### src/rtl/iserdes2_align_ctl.sv
`default_nettype none
// ============================================================================
// Module      : iserdes2_align_ctl
// Description : Calibration and word-alignment sequencer for the dual-lane
//               ISERDES2/IODELAY2 ADC capture PHY. Runs the IODELAY2 CAL/RST
//               handshake against the slave BUSY, then issues BITSLIP pulses
//               until the frame lane shows the expected pattern, and realigns
//               whenever lock is lost.
// Revision    : 1.0 - initial release
// ============================================================================
module iserdes2_align_ctl #(
  parameter int         DATA_WIDTH    = 8,
  parameter logic [7:0] FRAME_PATTERN = 8'hF0,
  parameter int         MATCH_COUNT   = 4,
  parameter int         SETTLE_CYCLES = 3,
  parameter int         BUSY_TIMEOUT  = 255,
  parameter int         LOSS_COUNT    = 2
) (
  input  logic       clkdiv,
  input  logic       reset,
  input  logic       start,
  input  logic       busy,
  input  logic [7:0] frame,
  output logic       cal_master,
  output logic       cal_slave,
  output logic       rst_dly,
  output logic       bitslip,
  output logic       aligned,
  output logic       fail,
  output logic [1:0] fail_code,
  output logic [7:0] relock_cnt
);

  localparam logic [7:0] c_tmo_limit   = 8'(BUSY_TIMEOUT);
  localparam logic [7:0] c_settle_last = 8'(SETTLE_CYCLES - 1);
  localparam logic [3:0] c_match_tgt   = 4'(MATCH_COUNT);
  localparam logic [3:0] c_loss_tgt    = 4'(LOSS_COUNT);
  localparam logic [3:0] c_slip_max    = 4'(DATA_WIDTH);

  localparam logic [1:0] c_code_cal   = 2'd1;
  localparam logic [1:0] c_code_rst   = 2'd2;
  localparam logic [1:0] c_code_align = 2'd3;

  typedef enum logic [3:0] {
    S_IDLE   = 4'd0,
    S_CAL    = 4'd1,
    S_CAL_HI = 4'd2,
    S_CAL_LO = 4'd3,
    S_RST    = 4'd4,
    S_RST_LO = 4'd5,
    S_CHECK  = 4'd6,
    S_SLIP   = 4'd7,
    S_SETTLE = 4'd8,
    S_LOCKED = 4'd9,
    S_FAIL   = 4'd10
  } state_t;

  state_t     r_state;
  state_t     w_state_nxt;
  logic [7:0] r_tmo_cnt;
  logic [3:0] r_slip_cnt;
  logic [3:0] w_slip_nxt;
  logic [3:0] r_match_cnt;
  logic [3:0] w_match_nxt;
  logic [3:0] r_loss_cnt;
  logic [3:0] w_loss_nxt;
  logic [1:0] w_fail_code_nxt;
  logic [7:0] w_relock_nxt;
  logic       w_match;
  logic       w_tmo_hit;
  logic [3:0] w_match_inc;
  logic [3:0] w_loss_inc;

  assign w_match     = (frame[DATA_WIDTH-1:0] == FRAME_PATTERN[DATA_WIDTH-1:0]);
  assign w_tmo_hit   = (r_tmo_cnt == c_tmo_limit);
  assign w_match_inc = r_match_cnt + 4'd1;
  assign w_loss_inc  = r_loss_cnt + 4'd1;

  // State register
  always_ff @(posedge clkdiv or posedge reset) begin
    if (reset) r_state <= S_IDLE;
    else       r_state <= w_state_nxt;
  end

  // Next-state and next-counter decode; counters not written below hold or clear
  always_comb begin
    w_state_nxt     = r_state;
    w_slip_nxt      = r_slip_cnt;
    w_match_nxt     = 4'd0;
    w_loss_nxt      = 4'd0;
    w_fail_code_nxt = fail_code;
    w_relock_nxt    = relock_cnt;
    case (r_state)
      S_IDLE, S_FAIL: begin
        if (start) begin
          w_state_nxt     = S_CAL;
          w_fail_code_nxt = 2'd0;
          w_slip_nxt      = 4'd0;
        end
      end
      S_CAL: w_state_nxt = S_CAL_HI;
      S_CAL_HI: begin
        if (busy) begin
          w_state_nxt = S_CAL_LO;
        end else if (w_tmo_hit) begin
          w_state_nxt     = S_FAIL;
          w_fail_code_nxt = c_code_cal;
        end
      end
      S_CAL_LO: begin
        if (!busy) begin
          w_state_nxt = S_RST;
        end else if (w_tmo_hit) begin
          w_state_nxt     = S_FAIL;
          w_fail_code_nxt = c_code_cal;
        end
      end
      S_RST: w_state_nxt = S_RST_LO;
      S_RST_LO: begin
        // BUSY lags the RST pulse by a cycle, so the entry cycle is ignored
        if (r_tmo_cnt != 8'd0) begin
          if (!busy) begin
            w_state_nxt = S_CHECK;
          end else if (w_tmo_hit) begin
            w_state_nxt     = S_FAIL;
            w_fail_code_nxt = c_code_rst;
          end
        end
      end
      S_CHECK: begin
        if (w_match) begin
          if (w_match_inc == c_match_tgt) w_state_nxt = S_LOCKED;
          else                            w_match_nxt = w_match_inc;
        end else if (r_slip_cnt < c_slip_max) begin
          w_state_nxt = S_SLIP;
        end else begin
          w_state_nxt     = S_FAIL;
          w_fail_code_nxt = c_code_align;
        end
      end
      S_SLIP: begin
        w_slip_nxt  = r_slip_cnt + 4'd1;
        w_state_nxt = S_SETTLE;
      end
      S_SETTLE: begin
        if (r_tmo_cnt == c_settle_last) w_state_nxt = S_CHECK;
      end
      S_LOCKED: begin
        if (start) begin
          w_state_nxt     = S_CAL;
          w_fail_code_nxt = 2'd0;
          w_slip_nxt      = 4'd0;
        end else if (!w_match) begin
          if (w_loss_inc == c_loss_tgt) begin
            // Realign only; the delay calibration is still valid
            w_state_nxt  = S_CHECK;
            w_slip_nxt   = 4'd0;
            w_relock_nxt = (relock_cnt == 8'hFF) ? relock_cnt : relock_cnt + 8'd1;
          end else begin
            w_loss_nxt = w_loss_inc;
          end
        end
      end
      default: w_state_nxt = S_IDLE;
    endcase
  end

  // Counters and registered outputs; pulses are decoded from the next state
  always_ff @(posedge clkdiv or posedge reset) begin
    if (reset) begin
      r_tmo_cnt   <= 8'd0;
      r_slip_cnt  <= 4'd0;
      r_match_cnt <= 4'd0;
      r_loss_cnt  <= 4'd0;
      cal_master  <= 1'b0;
      cal_slave   <= 1'b0;
      rst_dly     <= 1'b0;
      bitslip     <= 1'b0;
      aligned     <= 1'b0;
      fail        <= 1'b0;
      fail_code   <= 2'd0;
      relock_cnt  <= 8'd0;
    end else begin
      r_tmo_cnt   <= (w_state_nxt != r_state) ? 8'd0 : r_tmo_cnt + 8'd1;
      r_slip_cnt  <= w_slip_nxt;
      r_match_cnt <= w_match_nxt;
      r_loss_cnt  <= w_loss_nxt;
      cal_master  <= (w_state_nxt == S_CAL);
      cal_slave   <= (w_state_nxt == S_CAL);
      rst_dly     <= (w_state_nxt == S_RST);
      bitslip     <= (w_state_nxt == S_SLIP);
      aligned     <= (w_state_nxt == S_LOCKED);
      fail        <= (w_state_nxt == S_FAIL);
      fail_code   <= w_fail_code_nxt;
      relock_cnt  <= w_relock_nxt;
    end
  end

endmodule
`default_nettype wire

### config.mk
export PLATFORM = sky130hd
export DESIGN_NAME = iserdes2_align_ctl
export DESIGN_NICKNAME = d
export VERILOG_FILES = /design/src/rtl/iserdes2_align_ctl.sv
export SDC_FILE = /design/constraint.sdc
export NUM_CORES = 1
export LEC_CHECK = 0
export CAP_MARGIN = 10
export CORE_MARGIN = 2
export CORE_UTILIZATION = 60
export CTS_BUF_LIST = sky130_fd_sc_hd__clkbuf_4 sky130_fd_sc_hd__clkbuf_8 sky130_fd_sc_hd__clkbuf_16
export DETAILED_ROUTE_END_ITERATION = 10
export PLACE_DENSITY = 0.92
export SLEW_MARGIN = 20
export SYNTH_ARGS = -nofsm -noshare
export SYNTH_HDL_FRONTEND = slang
export SYNTH_SLANG_ARGS = --single-unit
### constraint.sdc
create_clock -name clkdiv -period 4.2 [get_ports clkdiv]
set_input_delay 0.42 -clock clkdiv [delete_from_list [all_inputs] [get_ports clkdiv]]
set_output_delay 0.42 -clock clkdiv [all_outputs]
set_load 0.005 [all_outputs]
# == Yosys cells after proc, flatten, opt, wreduce, memory -nomap -nowiden ==
# Cells that the tools add are included.
# totals
input_bits,12
out_inout_bits,16
regBits,39
# op_classes
bitwise,3
n_eq_ne,33
magnitude_cmp,1
add_sub_neg,5
mux,37
reduce_logical,9
# op_table
cell,n
4-bit 2-to-1 mux,24
4-bit case mux with 10 select lines,1
"4-bit by 3-bit equality test with 1-bit output, second input constant",7
"8-bit equality test, second input constant",3
"4-bit equality test, second input constant",5
2-bit 2-to-1 mux,9
"8-bit by 1-bit adder with 8-bit output, second input constant",2
"2-bit != test, second input constant",8
"4-bit by 1-bit adder with 4-bit output, second input constant",3
"4-bit by 2-bit equality test with 1-bit output, second input constant",3
4-bit case mux with 3 select lines,1
2-bit case mux with 5 select lines,1
9-bit AND reduction,1
"4-bit by 1-bit equality test with 1-bit output, second input constant",2
"8-bit by 2-bit equality test with 1-bit output, second input constant",1
8-bit 2-to-1 mux,1
8-bit nonzero test,1
"3-bit != test, second input constant",2
5-bit AND reduction,1
5-bit nonzero test,1
4-bit logical NOT,1
"4-bit less-than comparator, second input constant",1
4-bit != test,1
4-bit AND reduction,1
5 further kinds,7

# == Longest topological paths before layout ==
# Gate-level depths: netlist (run 1).
# logic_depth
ltp_word,8
depth_mapped,10

# == Worst setup path after synthesis (run 1) ==
# Ideal clock, no wire load.
# synth_path
path_type,input to register
from,input frame[1]
to,register r_tmo_cnt[2]
arrival_ns,2.374
stages,7
setup_ns,0.140
setup_slack_ns,1.686
path_buffers,0
cell_sequence,or4_4 or2_4 a211o_1 a32oi_4 a31oi_2 a311oi_4 nor3_1
# synth_via
elab_chain_len,6
elab_cells_between_ends,7
# synth_lines
element,line_no,text
from (decl),23,"input logic [7:0] frame,"
8-bit equality test (*),74,assign w_match = (frame[DATA_WIDTH-1:0] == FRAME_PATTERN[DATA_WIDTH-1:0]);
4-bit 2-to-1 mux,153,end else if (!w_match) begin
4-bit 2-to-1 mux,149,if (start) begin
4-bit case mux with 10 select lines (*),93,case (r_state)
4-bit != test (*),184,r_tmo_cnt <= (w_state_nxt != r_state) ? 8'd0 : r_tmo_cnt + 8'd1;
8-bit 2-to-1 mux (*),184,
to (signal assigned),184,
to (decl),60,logic [7:0] r_tmo_cnt;
# Every way passes the cells marked *; elsewhere a longest branch is shown, timed or not.
# A chain may end at the register's enable or synchronous reset.

# == Worst setup path after layout (run 1) ==
# layout_path
from,register r_state[3]
to,register r_tmo_cnt[6]
# layout_via
elab_chain_len,6
elab_cells_between_ends,27
# layout_lines
element,line_no,text
from (decl),58,state_t r_state;
from (signal assigned),82,else r_state <= w_state_nxt;
"4-bit 2-to-1 mux, on equally long branches",--,
"4-bit 2-to-1 mux, on equally long branches","153, 122",
"4-bit 2-to-1 mux, on equally long branches","149, 121",
4-bit case mux with 10 select lines,93,
4-bit != test (*),184,
8-bit 2-to-1 mux (*),184,
# Marked as above.

==> flow_metrics.tcl, run 1 <==
set metrics [dict create \
    status "finished, final reports clean" \
    clockRootBuffer "clkbuf_8" \
    overflow 0 \
    grt_pass1_vias 1927 \
    critPathMaxStageDelay_ns 0.70 \
    fin_util 0.7064 \
    async_flop_share 1.000 \
    cp.buffers_inverters 0 \
    dieArea_um2 4553 \
    postLayoutCellArea_um2 2785 \
    timing_worst_setup_path_type "register to register" \
    worst_slew_pin_slew_ns 0.7084 \
    crit_arrival_ns 3.02 \
    insertion_delay_ns 0.29 \
    slew_violations 0 \
    peakVddDrop_uv 430.8 \
    drv_cap 0 \
    layout.nets 305 \
    cpLargestDelayFamily "simple AND/OR/NAND/NOR gates" \
    clk_transition_reported_paths_ns 0.07 \
    wirelength_um 5304 \
    yosys_most_used_dff "dfrtp_1" \
    syn_inst 260 \
    synth_edf_count 0 \
    post-cts-setup-buffers 0 \
    avgRoutedWirePerCell_um 15.93 \
    worstPathRequired_ns 4.34 \
    grt_use_total 0.2571 \
    yosys_warnings 0 \
    fillers 287 \
    ys_seq_area_frac 0.4037 \
    cts_tree "yes" \
    drive_above_1_share 0.06714 \
    r2r-end "r_tmo_cnt[6]" \
    fin_skew_ns 0.005524 \
    synthesis.nets 281 \
    syn_area_um2 2417 \
    tns_ns 0 \
    grt_pass1_wl_um 8645 \
    crit_path_start_kind "register" \
    setup_violations 0 \
    rows 23 \
    vias 2083 \
    path_max_fanout 17 \
    antenna_found_initial 0 \
    first_pass_iters 4 \
    antenna_left 0 \
    drt_iter0_markers 235 \
    rsz0062_at_grt "false" \
    antenna_cells 0 \
    die-width_um 67.48 \
    hold_path_class "register to register" \
    r2r_setup_slack_ns 1.33 \
    powerDensity_nw_per_um2 472.7 \
    grt_max_degree 40 \
    avgSynthCellArea_um2 9.297 \
    port_buffers 27 \
    cts_buffer_depth 2 \
    cp_slowest_cell "dfrtp_1" \
    numCtsBuffers 5 \
    die_y_um 67.48 \
    cts_max_level 2 \
    gp_congestion 0.8745 \
    drt_drc_violations_left 0 \
    dpl.hpwl_um 3832 \
    yosysUniqueCellTypes 57 \
    start_util 0.6131 \
    worstRegToRegCells 7 \
    finalHoldViolCount 0 \
    synth-seq-cells 39 \
    clock-sinks 39 \
    ios 28 \
    holdWs_ns 0.4891 \
    holdPathEnd "relock_cnt[5]" \
    cts_resized 0 \
    relSlewSlack 0.5245 \
    max_freq_ghz 0.3480 \
    hp-start "relock_cnt[5]" \
    whs_path_depth 1 \
    core_um2 3943 \
    cp-end-kind "register" \
    cts_hold_buf 0 \
    fin_crit_ns 2.873 \
    worstPathCellList "nor2b_1 -> nand2_1 -> or3_1 -> o221a_2 -> and2_1 -> a311oi_4 -> nor3_1" \
    timing.rr.start "r_state[3]" \
    finalCritPeriodShare 0.6841 \
    place_area_um2 2709 \
    syn2layout_area_growth_pct 15.22 \
    leakage_nw 1.163 \
    viasPerCell 6.255 \
]
## metal layers
metal  global-route usage  up-vias  share of wire
met5                    0        -              0
met3              0.05833       18          0.064
li1                     -      991              -
met1               0.3431      981           0.44
met2               0.3885       93           0.47
met4               0.1378        0          0.028
## flip-flops by register name, summed over array words and instances (netlist names)
signal       flops
r_tmo_cnt        8
relock_cnt       8
r_loss_cnt       4
r_match_cnt      4
r_slip_cnt       4
r_state          4
fail_code        2
aligned          1
bitslip          1
cal_slave        1
fail             1
rst_dly          1
## layout make-up
type                       count  area, um2  share of cell area
tap                           50      62.56             0.02246
timing repair buffer          28      277.8             0.09973
clock buffer                   5      68.82             0.02471
inverter                      10      37.54             0.01348
sequential                    39      975.9              0.3504
multi-input combinational    200       1355              0.4865
clock inverter                 1      7.507            0.002695
## layout by cell type (no fill, tap or decap), types with 2 or more instances in the layout
| cell type | n |
|---|---|
| and2_1 | 2 |
| o31ai_1 | 3 |
| nor2_1 | 25 |
| clkdlybuf4s50_1 | 27 |
| nor2b_1 | 7 |
| o32ai_1 | 2 |
| nand2b_1 | 4 |
| nand4_1 | 7 |
| clkbuf_8 | 5 |
| a31oi_1 | 2 |
| xor2_1 | 14 |
| a211oi_1 | 2 |
| and4_1 | 2 |
| nand2_1 | 18 |
| or3_1 | 4 |
| xnor2_1 | 6 |
| inv_1 | 10 |
| ha_1 | 9 |
| nor4_1 | 2 |
| nor3b_1 | 4 |
| nand3_1 | 10 |
| a21boi_0 | 3 |
| dfrtp_1 | 39 |
| o21ai_0 | 6 |
| nor3_1 | 21 |
| nand3b_1 | 2 |
| a21oi_1 | 9 |
| o2bb2ai_1 | 2 |
| a21o_1 | 2 |
| mux2_2 | 3 |
| and3_1 | 3 |
| and3b_1 | 2 |
## cells in the mapped netlist, types with 3 or more instances
library cell	count	area [um2]
dfrtp_1	39	975.9
nor2_1	25	93.84
nor3_1	21	105.1
nand2_1	18	67.56
xor2_1	14	122.6
inv_1	10	37.54
nand3_1	10	50.05
a21oi_1	9	45.04
ha_1	9	112.6
clkbuf_1	7	26.28
nand4_1	7	43.79
nor2b_1	7	43.79
o21ai_0	6	30.03
xnor2_1	6	52.55
nand2b_1	4	25.02
nor3b_1	4	30.03
or3_1	4	25.02
a21boi_0	3	22.52
and3_1	3	18.77
buf_2	3	15.01
mux2_2	3	33.78
o31ai_1	3	22.52
## power by group
| group | switching [mW] | total (mW) | internal, mW | leakage, nW |
|---|---|---|---|---|
| clock network | 0.125 | 0.235 | 0.110 | 0.0361 |
| logic | 0.322 | 0.561 | 0.239 | 0.597 |
| registers | 0.103 | 0.520 | 0.417 | 0.531 |
## logic make-up after synthesis
kind of cell / count (synthesis) / share of synthesized area
AO/OA/AOI/OAI: 47 / 0.1563
XOR/XNOR: 20 / 0.07246
adder cells (fa/ha/maj): 9 / 0.04658
buffers and inverters: 21 / 0.03572
flip-flops: 39 / 0.4037
multiplexers: 4 / 0.01812
AND/OR/NAND/NOR: 120 / 0.2671
## how the worst max path moves through the flow
stage	from	end	slack (ns)	cells after the start
2_1_floorplan	frame[1]	r_tmo_cnt[2]	1.69	7
3_3_place_gp	frame[1]	r_tmo_cnt[4]	1.14	8
3_5_place_dp	frame[1]	r_tmo_cnt[6]	1.06	8
4_1_cts	frame[1]	r_tmo_cnt[6]	1.38	8
5_1_grt	r_state[2]	r_tmo_cnt[4]	1.20	7
6_report	r_state[3]	r_tmo_cnt[6]	1.33	7
## metrics by stage
stage / power (mW) / std cells / setup slack (ns)
2_1_floorplan: 0.9225 / 260 / 1.686
3_3_place_gp: 1.053 / 327 / 1.137
3_5_place_dp: 1.067 / 327 / 1.059
4_1_cts: 1.304 / 333 / 1.376
5_1_grt: 1.402 / 333 / 1.199
6_report: 1.317 / 333 / 1.327
No activity file was read; power rests on OpenSTA's default activity.
==> run 2, diff against run 1 <==
--- a/config.mk
+++ b/config.mk
@@ -7,10 +7,10 @@
 export LEC_CHECK = 0
 export CAP_MARGIN = 10
 export CORE_MARGIN = 2
-export CORE_UTILIZATION = 60
+export CORE_UTILIZATION = 56
 export CTS_BUF_LIST = sky130_fd_sc_hd__clkbuf_4 sky130_fd_sc_hd__clkbuf_8 sky130_fd_sc_hd__clkbuf_16
 export DETAILED_ROUTE_END_ITERATION = 10
-export PLACE_DENSITY = 0.92
+export PLACE_DENSITY = 0.87
 export SLEW_MARGIN = 20
 export SYNTH_ARGS = -nofsm -noshare
 export SYNTH_HDL_FRONTEND = slang
==> constraint.sdc (replaced) <==
create_clock -name clkdiv -period 2.97 [get_ports clkdiv]
set_input_delay 0.297 -clock clkdiv [delete_from_list [all_inputs] [get_ports clkdiv]]
set_output_delay 0.297 -clock clkdiv [all_outputs]
set_load 0.005 [all_outputs]
==> flow_metrics.tcl, run 2 (synthesis gave the netlist of run 1 again) <==
set metrics [dict create \
    die-width_um 69.70 \
    cp_slowest_cell "or3b_2" \
    finalHoldViolCount 0 \
    relSlewSlack 0.4365 \
    cts_max_level 2 \
    antenna_left 0 \
    worst_slew_pin_slew_ns 0.8443 \
    cp-end-kind "register" \
    insertion_delay_ns 0.29 \
    slew_violations 0 \
    clockRootBuffer "clkbuf_8" \
    cts_hold_buf 0 \
    cts_resized 0 \
    crit_arrival_ns 2.88 \
    avgRoutedWirePerCell_um 15.44 \
    viasPerCell 6.081 \
    gp_congestion 0.9344 \
    start_util 0.5915 \
    worstPathRequired_ns 3.17 \
    dp_slack_ns 0.03737 \
    numCtsBuffers 5 \
    cts_buffer_depth 2 \
    port_buffers 27 \
    final_common_cell "dfrtp_1" \
    worstPathCellList "inv_1 -> ha_1 -> or3b_2 -> nor3_1 -> o21ai_0 -> a32oi_4 -> buf_4 -> nand2_1 -> a21oi_1 -> inv_1 -> nor3_1" \
    powerDensity_nw_per_um2 678.3 \
    drv_cap 0 \
    rsz0062_at_grt "false" \
    antenna_found_initial 0 \
    timing.rr.start "r_tmo_cnt[0]" \
    tns_ns 0 \
    fin_crit_ns 2.672 \
    vias 2104 \
    r2r-end "cal_slave" \
    grt_max_degree 25 \
    syn2layout_area_growth_pct 19.15 \
    hold_path_class "input pin to asynchronous set/reset pin" \
    final_cell_mix "39 x dfrtp_1, 27 x clkdlybuf4s50_1, 25 x nor2_1" \
    layout.nets 316 \
    post-cts-setup-buffers 0 \
    cpLargestDelayFamily "simple AND/OR/NAND/NOR gates" \
    cp.buffers_inverters 3 \
    overflow 0 \
    cp.depth 11 \
    die_y_um 69.70 \
    status "finished, final reports clean" \
    grt_pass1_wl_um 9211 \
    dieArea_um2 4858 \
    crit_path_start_kind "register" \
    rows 23 \
    cts_tree "yes" \
    finalCritPeriodShare 0.8997 \
    max_freq_ghz 0.3743 \
    drt_iter0_markers 219 \
    drive_above_1_share 0.1081 \
    drt_drc_violations_left 0 \
    r2r_setup_slack_ns 0.30 \
    leakage_nw 1.224 \
    clock-sinks 39 \
    critPathMaxStageDelay_ns 0.48 \
    wirelength_um 5343 \
    fin_ws_ns 0.2980 \
    dpl.hpwl_um 3995 \
    peakVddDrop_uv 483.3 \
    reg_top3 "r_tmo_cnt: 8 flops, relock_cnt: 8 flops" \
    antenna_cells 0 \
    timing_worst_setup_path_type "register to register" \
    core_um2 4086 \
    grt_pass1_vias 2034 \
    first_pass_iters 5 \
    setup_violations 0 \
    grt_use_total 0.2334 \
    fin_skew_ns 0.004199 \
    path_max_fanout 6 \
    worstRegToRegCells 11 \
    ios 28 \
    clk_transition_reported_paths_ns 0.08 \
]
-- run 2: cell types whose count changed in the layout (fill, tap and decap cells not counted), sizes merged --
| cell | delta |
|---|---|
| clkinv | +1 |
| clkbuf | +1 |
| buf | +11 |
-- run 2: per-layer routing --
layer  share of wire  GRT usage  up-vias
met5               0          0        -
li1                -          -     1016
met1            0.44     0.3173      997
met2            0.47     0.3878       83
met4           0.011    0.05769        0
met3           0.074    0.04360        8
-- run 2: layout make-up --
cell class	count	area (um2)
Clock inverter	2	12.51
Sequential cell	39	975.9
Multi-Input combinational cell	200	1355
Inverter	10	37.54
Clock buffer	6	76.32
Fill cell	328	1206
Timing Repair Buffer	39	360.3
Tap cell	50	62.56
-- run 2: worst max path at each step --
stage | end | startpoint
finish | cal_slave | r_tmo_cnt[0]
floorplan | r_tmo_cnt[2] | frame[1]
CTS | r_tmo_cnt[7] | r_loss_cnt[0]
global route | r_tmo_cnt[2] | r_loss_cnt[0]
detailed placement | r_tmo_cnt[7] | frame[1]
global placement | r_tmo_cnt[2] | frame[1]
-- run 2: worst register-to-register path, stage by stage (launching register included) --
cell and delay [ns]:
dfrtp_1 0.44, inv_1 0.11, ha_1 0.15, or3b_2 0.48, nor3_1 0.22, o21ai_0 0.22
a32oi_4 0.22, buf_4 0.16, nand2_1 0.06, a21oi_1 0.23, inv_1 0.11, nor3_1 0.19
-- run 2: through the flow --
stage | power [mW] | hold slack, ns | cells | util | area [um2]
final | 1.954 | 0.4800 | 346 | 0.7048 | 2880
after global routing | 2.098 | 0.5208 | 346 | 0.7048 | 2880
after CTS | 1.947 | 0.4953 | 346 | 0.7048 | 2880
after detailed placement | 1.580 | 0.4847 | 338 | 0.6831 | 2791
after global placement | 1.558 | 0.4794 | 338 | 0.6831 | 2791
after floorplan | 1.305 | 0.4774 | 260 | - | 2417
-- run 2: power by group --
group | total, mW | switching (mW) | internal, mW | leakage, nW
Clock | 0.361 | 0.188 | 0.173 | 0.0446
Sequential | 0.668 | 0.0767 | 0.592 | 0.531
Combinational | 0.924 | 0.533 | 0.391 | 0.649
Total | 1.95 | 0.798 | 1.16 | 1.22
==> run 3, diff against run 2 <==
--- a/config.mk
+++ b/config.mk
@@ -5,7 +5,6 @@
 export SDC_FILE = /design/constraint.sdc
 export NUM_CORES = 1
 export LEC_CHECK = 0
-export CAP_MARGIN = 10
 export CORE_MARGIN = 2
 export CORE_UTILIZATION = 56
 export CTS_BUF_LIST = sky130_fd_sc_hd__clkbuf_4 sky130_fd_sc_hd__clkbuf_8 sky130_fd_sc_hd__clkbuf_16
==> results of run 3 <==
The final DEF is identical to that of run 2; final timing and power are the same.
